`config.mk`:
```
export PLATFORM = sky130hd
export DESIGN_NAME = param_sync_fifo
export DESIGN_NICKNAME = d
export VERILOG_FILES = /design/src/rtl/param_sync_fifo.sv
export SDC_FILE = /design/constraint.sdc
export NUM_CORES = 1
export LEC_CHECK = 0
export CORE_AREA = 2 2 85 87
export DETAILED_ROUTE_END_ITERATION = 10
export DIE_AREA = 0 0 87 89
export PLACE_DENSITY = 0.76
export SYNTH_ARGS = -nofsm -noshare
export SYNTH_HDL_FRONTEND = slang
export SYNTH_SLANG_ARGS = --single-unit
```
`constraint.sdc`:
```
create_clock -name clk -period 8.27 [get_ports clk]
set_input_delay 0.827 -clock clk [delete_from_list [all_inputs] [get_ports clk]]
set_output_delay 0.827 -clock clk [all_outputs]
set_load 0.01 [all_outputs]
```
`src/rtl/param_sync_fifo.sv`:
```
// Single-clock FIFO with registered read port, occupancy count, almost-full/empty
// thresholds and sticky overflow/underflow flags cleared by clr_err.
module param_sync_fifo #(
  parameter int DWIDTH   = 8,
  parameter int AWIDTH   = 3,
  parameter int AF_LEVEL = 6,
  parameter int AE_LEVEL = 2
) (
  input  logic              clk,
  input  logic              rstn,
  input  logic              wen,
  input  logic [DWIDTH-1:0] wdata,
  input  logic              ren,
  input  logic              clr_err,
  output logic [DWIDTH-1:0] rdata,
  output logic              rvalid,
  output logic              full,
  output logic              empty,
  output logic              almost_full,
  output logic              almost_empty,
  output logic [AWIDTH:0]   count,
  output logic              overflow,
  output logic              underflow
);
  localparam int DEPTH = 2 ** AWIDTH;
  localparam int CW    = AWIDTH + 1;

  logic [DWIDTH-1:0] r_mem [DEPTH];
  logic [CW-1:0]     r_wptr, r_rptr, r_count;
  logic [DWIDTH-1:0] r_rdata;
  logic              r_rvalid, r_ovf, r_udf;

  logic w_full, w_empty, w_rd_acc, w_wr_acc, w_wr_rej, w_rd_rej;

  // Full/empty come from the pointers alone so status never depends on wen/ren.
  assign w_full  = (r_wptr[AWIDTH] != r_rptr[AWIDTH]) &&
                   (r_wptr[AWIDTH-1:0] == r_rptr[AWIDTH-1:0]);
  assign w_empty = (r_wptr == r_rptr);

  // A read frees a slot in the same cycle, so a write on full is accepted
  // alongside it; a read on empty never falls through to the incoming word.
  assign w_rd_acc = rstn && ren && !w_empty;
  assign w_wr_acc = rstn && wen && (!w_full || w_rd_acc);
  assign w_wr_rej = wen && !w_wr_acc;
  assign w_rd_rej = ren && w_empty;

  always_ff @(posedge clk) begin
    if (w_wr_acc) r_mem[r_wptr[AWIDTH-1:0]] <= wdata;
  end

  always_ff @(posedge clk or negedge rstn) begin
    if (!rstn) begin
      r_wptr   <= '0;
      r_rptr   <= '0;
      r_count  <= '0;
      r_rdata  <= '0;
      r_rvalid <= 1'b0;
      r_ovf    <= 1'b0;
      r_udf    <= 1'b0;
    end else begin
      r_rvalid <= w_rd_acc;
      if (w_wr_acc) r_wptr <= r_wptr + CW'(1);
      if (w_rd_acc) begin
        r_rptr  <= r_rptr + CW'(1);
        r_rdata <= r_mem[r_rptr[AWIDTH-1:0]];
      end
      if (w_wr_acc && !w_rd_acc)      r_count <= r_count + CW'(1);
      else if (w_rd_acc && !w_wr_acc) r_count <= r_count - CW'(1);
      // A new error in the clearing cycle keeps the flag set.
      r_ovf <= (r_ovf && !clr_err) || w_wr_rej;
      r_udf <= (r_udf && !clr_err) || w_rd_rej;
    end
  end

  assign rdata        = r_rdata;
  assign rvalid       = r_rvalid;
  assign full         = w_full;
  assign empty        = w_empty;
  assign count        = r_count;
  assign almost_full  = (r_count >= CW'(AF_LEVEL));
  assign almost_empty = (r_count <= CW'(AE_LEVEL));
  assign overflow     = r_ovf;
  assign underflow    = r_udf;

endmodule

```
Word level (Yosys, flattened, before mapping)
Memory sizes are Yosys's and may differ from the RTL's. A register that Yosys moved wholly into a read port is not among the register bits.
Index checks and enable logic that the tools add are counted.

word-level totals
  memory bits (writable) = 64
  output and inout port bits = 19
  input port bits = 13
  flip-flop bits (word level) = 15
  memories = 1

memories
  memory  depth  width  rd ports  clocked after Yosys merged registers in  wr ports  RTL line  RTL
  r_mem   8      8      1         1                                        1         28        logic [DWIDTH-1:0] r_mem [DEPTH];

operators by class
  equality and inequality tests = 3
  add/subtract/negate cells = 4
  order comparisons = 2
  reduce and logical (&&, ||, !) cells = 21
  multiplexer cells = 4

operators by type and width
  operator                                                         number
  adder 4 x 1 -> 4 bit (second input constant)                     3
  logical AND 1 bit                                                11
  2-to-1 mux 4 bit                                                 2
  zero test 1 bit                                                  6
  == test 4 bit                                                    1
  >= comparator 4 x 3 -> 1 bit (second input constant)             1
  less-or-equal comparator 4 x 2 -> 1 bit (second input constant)  1
  subtractor 4 x 1 -> 4 bit (second input constant)                1
  == test 3 bit                                                    1
  logical OR 1 bit                                                 3
  2-to-1 mux 1 bit                                                 2
  nonzero test 2 bit                                               1
  inequality test 1 bit                                            1

Longest topological paths before layout
Gate-level depths: netlist of the first run.

  word-level depth = 9
  depth in mapped cells = 12

Least setup slack after synthesis of the first run
No wires, ideal clock.

  path kind = input port to flip-flop
  from = input port ren
  to = register r_count[3] (netlist: count[3])
  stages = 11
  arrival time = 2.829 ns
  slack = 5.305 ns
  library setup time = 0.136 ns
  data required time = 8.134 ns
  path buffers = 2
  cell sequence = clkbuf_2 > nand2_1 > a41oi_2 > buf_2 > inv_1 > ha_1 > inv_1 > ha_1 > a21o_1 > a2111oi_0 > o31ai_1

between the ends
  cells in the longest elaborated chain, start to end = 7
  elaborated cells on any way between the ends = 10

RTL lines
  what                                 RTL line  RTL
  start, declared                      13        input logic ren,
  logical AND 1 bit (*) (2 in series)  42        assign w_rd_acc = rstn && ren && !w_empty;
  named net w_rd_acc                   33        logic w_full, w_empty, w_rd_acc, w_wr_acc, w_wr_rej, w_rd_rej;
  logical OR 1 bit                     43        assign w_wr_acc = rstn && wen && (!w_full || w_rd_acc);
  logical AND 1 bit                    43
  zero test 1 bit                      68        else if (w_rd_acc && !w_wr_acc) r_count <= r_count - CW'(1);
  logical AND 1 bit                    68
  nonzero test 2 bit (no line)         --
  end signal, assigned                 67        if (w_wr_acc && !w_rd_acc) r_count <= r_count + CW'(1);
  end signal, assigned                 68
  end, declared                        29        logic [CW-1:0] r_wptr, r_rptr, r_count;

Mark *: on every way through the listed nets, which the timed path passes. The rest lies on a longest branch.
A chain may end at the register's enable or synchronous reset.

Final worst setup path of the first run
  from = input port rstn
  to = register r_count[3] (netlist: count[3])

between the ends
  cells in the longest elaborated chain, start to end = 7
  elaborated cells on any way between the ends = 11

RTL lines
  what                             RTL line  RTL
  start, declared                  10        input logic rstn,
  logical AND 1 bit (2 in series)  42
  logical OR 1 bit                 43
  logical AND 1 bit                43
  zero test 1 bit                  68
  logical AND 1 bit                68
  nonzero test 2 bit (no line)     --

Several ways; a longest one is shown, not always the timed one.

==> impl_metrics.csv, run 1 <==
group,metric,value,unit
run_status,status,"finished, final reports clean",
global_route,grt_pass1_vias,1821,
sta,fin_crit_sh,46.14,%
routing,wire_per_inst,18.85,µm
global_route,gr-usage-all-layers,17.65,%
sta,max_clock_freq,0.2621,GHz
sta,skew,6.442,ps
die,fp-row-count,30,
finish,layout_commonest_cell,"edfxtp_1",
routing,postRouteAntennaNets,0,
routing,wl,6163,µm
global_route,grt_pass1_wl,9742,µm
routing,vias,1876,
global_route,grt_max_degree,27,
yosys,syn-num-nets,227,
yosys,synth.distinct_cells,41,
finish,fillers,463,
global_route,antenna_found_initial,0,
sta,slew_headroom,34.18,%
clock_tree,clockBufferDepth,2,
die,die_w,87,µm
critical_path,critPathArrivalTime,4030,ps
routing,drcViolationCount,0,
clock_tree,post_cts_buffers,0,
die,core,6719,µm²
critical_path,crit_required,8490,ps
finish,drive_above_1_share,18.22,%
finish,final_cell_area,4229,µm²
finish,area_growth,14.58,%
clock_tree,worstSkewPairLatency,340,ps
clock_tree,cts_made_buffers,9,
power,peakVddDrop,0.1446,mV
yosys,syn-cell-area,3691,µm²
finish,fin_nets,261,
run,maxCapViolCount,0,
sta,period_minus_slack,3815,ps
yosys,yosys_warnings,0,
sta,rsz0062_at_grt,"false",
finish,diodes,0,
power,p_leak,1.493,nW
placed_design,placed_area,4056,µm²
critical_path,cp_max_fo,26,
yosys,synth_edf_count,64,
worst_hold_path,hold_class,"reg2reg",
sta,tns,0,ps
placed_design,io_buffers,31,
die,initial_utilization,54.93,%
clock_tree,cts_root_buf,"clkbuf_8",
clock_tree,hold_buffers,0,
clock_tree,path_clk_slew,80,ps
routing,firstDrtPassIters,4,
clock_tree,cts_resized,0,
critical_path,cp-end-kind,"register",
die,die-area,7743,µm²
sta,finalMaxSlewViolations,0,
placed_design,dp_hpwl,4029,µm
routing,drtIter0Drc,125,
sta,worst_pin_slew,983.6,ps
routing,viasPerCell,5.737,
sta,finalSetupViolCount,0,
finish,mostFrequentLayoutCells,"64 x edfxtp_1, 31 x clkdlybuf4s50_1, 23 x dfrtp_1",
clock_tree,cts_tree,"done",
yosys,syn_inst,208,
yosys,synthFlopType,"edfxtp_1",
global_route,overflow,0,
yosys,ys_seq_area_share,67.66,%
power,power.density,331.4,nW/µm²
sta,hold_viol,0,
yosys,avgSynthCellArea,17.75,µm²
die,die_h,89,µm
yosys,synthArstFlopShare,26.44,%
placed_design,place.gp.congestion,0.7698,
clock_tree,htreeDepth,3,
clock_tree,cts.sinks,87,
critical_path,critPathKind,"in2reg",
critical_path,critPathLaunchType,"input pin",
yosys,yosys_register_bits,87,
die,pin_count,32,
[path summary, 6_finish.rpt]
check	slack [ps]	from	to	depth (start not counted)
max in group asynchronous	7180	rstn	rdata[3]	2
min reg2reg	520	underflow	underflow	1
min	520	underflow	underflow	1
max	4450	rstn	count[3]	11
max reg2reg	4630	r_rptr[1]	count[3]	9
min in group asynchronous	840	rstn	count[1]	2
[cell type report]
cell class / instances / area (µm²) / share of cell area [%]
Inverter: 6 / 22.52 / 0.5325
Sequential cell: 87 / 2497 / 59.05
Tap cell: 80 / 100.1 / 2.367
Clock buffer: 10 / 127.6 / 3.018
Clock inverter: 6 / 45.04 / 1.065
Timing Repair Buffer: 35 / 340.3 / 8.047
Multi-Input combinational cell: 103 / 1096 / 25.92
[where the power goes]
group	internal, mW	total, mW	switching, mW
sequential	0.546	0.649	0.103
clock	0.111	0.258	0.148
combinational	0.277	0.494	0.217
total	0.934	1.40	0.467
[state kept, by name (all words and copies together), names as in the netlist]
name and cells:
r_mem 64, rdata 8, count 4, r_rptr 4
r_wptr 4, overflow 1, rvalid 1, underflow 1
[critical path: stages]
cell and delay (ps):
clkdlybuf4s50_1 450, buf_4 300, nand2_1 110, a41oi_2 790
inv_1 100, ha_1 270, inv_1 160, ha_1 260
a21o_1 210, a2111oi_0 390, o31ai_1 140
[kinds of logic after synthesis]
kind of cell / count (synthesis) / synth area share (%)
AND/OR/NAND/NOR: 32 / 4.441
AO/OA/AOI/OAI: 24 / 4.644
XOR/XNOR: 13 / 4.204
flip-flops: 87 / 67.66
buffers and inverters: 18 / 3.186
multiplexers: 28 / 13.63
adder cells (fa/ha/maj): 6 / 2.237
[layer usage]
metal  global-route usage, %  wire length (µm)  vias up
met1                   23.96              2847      955
met5                       0                 0        -
met2                   28.31              3083       41
met3                   3.047               145        8
met4                   8.097                86        0
li1                        -                 -      872
[cells in the mapped netlist (4+ instances only)]
cell,count,share of area [%]
edfxtp_1,64,52
dfrtp_1,23,16
mux4_2,12,7.3
nor2_1,11,1.1
a21oi_1,9,1.2
mux2i_1,9,2.4
xnor2_1,8,1.9
nor3_1,7,0.95
inv_1,6,0.61
nand2_1,6,0.61
ha_1,5,1.7
mux4_1,4,2.8
[metrics by stage]
stage               utilization [%]  cells  worst slack (ps)  hold WS (ps)  power, mW
finish                        62.94    327              4455         524.9      1.402
detailed placement            60.37    311              4093         505.0      1.160
CTS                           62.94    327              4470         523.8      1.416
floorplan                         -    208              5305         531.4      1.006
global route                  62.94    327              4235         560.4      1.481
global placement              60.37    311              4211         501.2      1.146
No activity file was read; power rests on OpenSTA's default activity.
==> inputs of run 2 (changes only) <==
==> constraint.sdc (replaced) <==
create_clock -name clk -period 3.7 [get_ports clk]
set_input_delay 0.37 -clock clk [delete_from_list [all_inputs] [get_ports clk]]
set_output_delay 0.37 -clock clk [all_outputs]
set_load 0.01 [all_outputs]
==> impl_metrics.csv, run 2 (synthesized netlist as in run 1, its figures left out) <==
group,metric,value,unit
run_status,status,"finished, final reports clean",
clock_tree,worstSkewPairLatency,350,ps
clock_tree,cts.sinks,87,
placed_design,place.gp.congestion,0.7609,
finish,largest_reg_flops,64,
finish,fin_nets,269,
clock_tree,cts_made_buffers,9,
run,maxCapViolCount,0,
sta,holdWs,259.2,ps
sta,finalMaxSlewViolations,0,
die,die_w,87,µm
critical_path,cpPeakStageDelay,490,ps
die,pin_count,32,
clock_tree,cts_tree,"done",
critical_path,cp-end-kind,"register",
routing,wl,6255,µm
placed_design,placed_cells,319,
finish,drive_above_1_share,19.61,%
clock_tree,htreeDepth,3,
global_route,grt_max_degree,22,
routing,firstDrtPassIters,4,
routing,postRouteAntennaNets,0,
critical_path,path_cells,"xnor2_2 -> nand4_4 -> o21ai_4 -> inv_1 -> ha_1 -> inv_1 -> ha_1 -> a21o_1 -> a2111oi_0 -> o31ai_1",
power,p_leak,1.572,nW
finish,finalNonFillerCells,335,
clock_tree,cts_root_buf,"clkbuf_8",
global_route,overflow,0,
placed_design,io_buffers,31,
die,die_h,89,µm
critical_path,crit_required,3920,ps
critical_path,path_buf_inv,2,
global_route,met1_usage,23.06,%
clock_tree,clockBufferDepth,2,
global_route,grtUsageMet3,4.524,%
critical_path,slowest_stage,"dfrtp_1",
power,finalPower,3.348,mW
worst_hold_path,hold_class,"in2async",
routing,viasPerCell,5.693,
critical_path,critPathLaunchType,"register",
finish,layout_commonest_cell,"edfxtp_1",
routing,drcViolationCount,0,
critical_path,cp_max_fo,9,
global_route,antenna_found_initial,0,
sta,rsz0062_at_grt,"false",
critical_path,critPathArrivalTime,3020,ps
global_route,grt_most_used_layer,"met2",
clock_tree,path_clk_slew,80,ps
sta,hold_viol,0,
clock_tree,cts_resized,0,
sta,fin_crit_sh,75.67,%
sta,max_clock_freq,0.3572,GHz
global_route,grt_pass1_wl,9894,µm
power,power.density,771.4,nW/µm²
sta,finalSetupViolCount,0,
die,core,6719,µm²
routing,drtIter0Drc,110,
finish,mostFrequentLayoutCells,"64 x edfxtp_1, 31 x clkdlybuf4s50_1, 23 x dfrtp_1",
power,peakVddDrop,0.3402,mV
die,fp-row-count,30,
sta,period_minus_slack,2800,ps
clock_tree,hold_buffers,0,
global_route,use_met2,29.63,%
global_route,gr-usage-all-layers,18.08,%
sta,tns,0,ps
global_route,grt_pass1_vias,1889,
die,die-area,7743,µm²
sta,worst_pin_slew,424.8,ps
critical_path,critPathKind,"reg2reg",
sta,skew,9.726,ps
placed_design,dp_hpwl,4039,µm
clock_tree,post_cts_buffers,0,
routing,vias,1907,
critical_path,cp_top_family,"compound AO/OA/AOI/OAI gates",
die,initial_utilization,54.93,%
sta,slew_headroom,71.65,%
routing,wire_per_inst,18.67,µm
finish,diodes,0,
finish,area_growth,17.59,%
-- run 2: layout make-up --
class,count,area (µm²)
Fill cell,477,2379
Clock inverter,6,116.4
Inverter,6,22.52
Clock buffer,10,127.6
Tap cell,80,100.1
Timing Repair Buffer,43,400.4
Sequential cell,87,2497
Multi-Input combinational cell,103,1076
-- run 2: worst paths after layout --
| check | startpoint | endpoint | slack [ps] | cells after the start |
|---|---|---|---|---|
| max | r_wptr[1] | count[3] | 900 | 10 |
| min | rstn | r_wptr[2] | 260 | 1 |
| max reg2reg | r_wptr[1] | count[3] | 900 | 10 |
| min reg2reg | underflow | underflow | 520 | 1 |
| max in group asynchronous | rstn | underflow | 2900 | 2 |
| min in group clk | underflow | underflow | 520 | 1 |
-- run 2: routing by layer --
metal  wire length [µm]  part of all wire, %  vias to the layer above
met5                  0                    0                        -
met4                145                  2.3                        0
met3                171                  2.7                       10
met2               3189                   51                       38
met1               2749                   44                      971
li1                   -                    -                      888
-- run 2: where the power goes --
| group | internal (mW) | switching, mW |
|---|---|---|
| combinational | 0.639 | 0.541 |
| clock | 0.455 | 0.330 |
| sequential | 1.22 | 0.162 |
| total | 2.31 | 1.03 |
-- run 2: stage by stage --
stage                     utilization [%]  setup slack [ps]  cell area, µm²
after floorplan                         -              1087            3691
after global placement              60.97             863.7            4096
after detailed placement            60.97             816.8            4096
after CTS                           64.60             907.3            4340
after global routing                64.60             735.0            4340
final                               64.60             900.1            4340
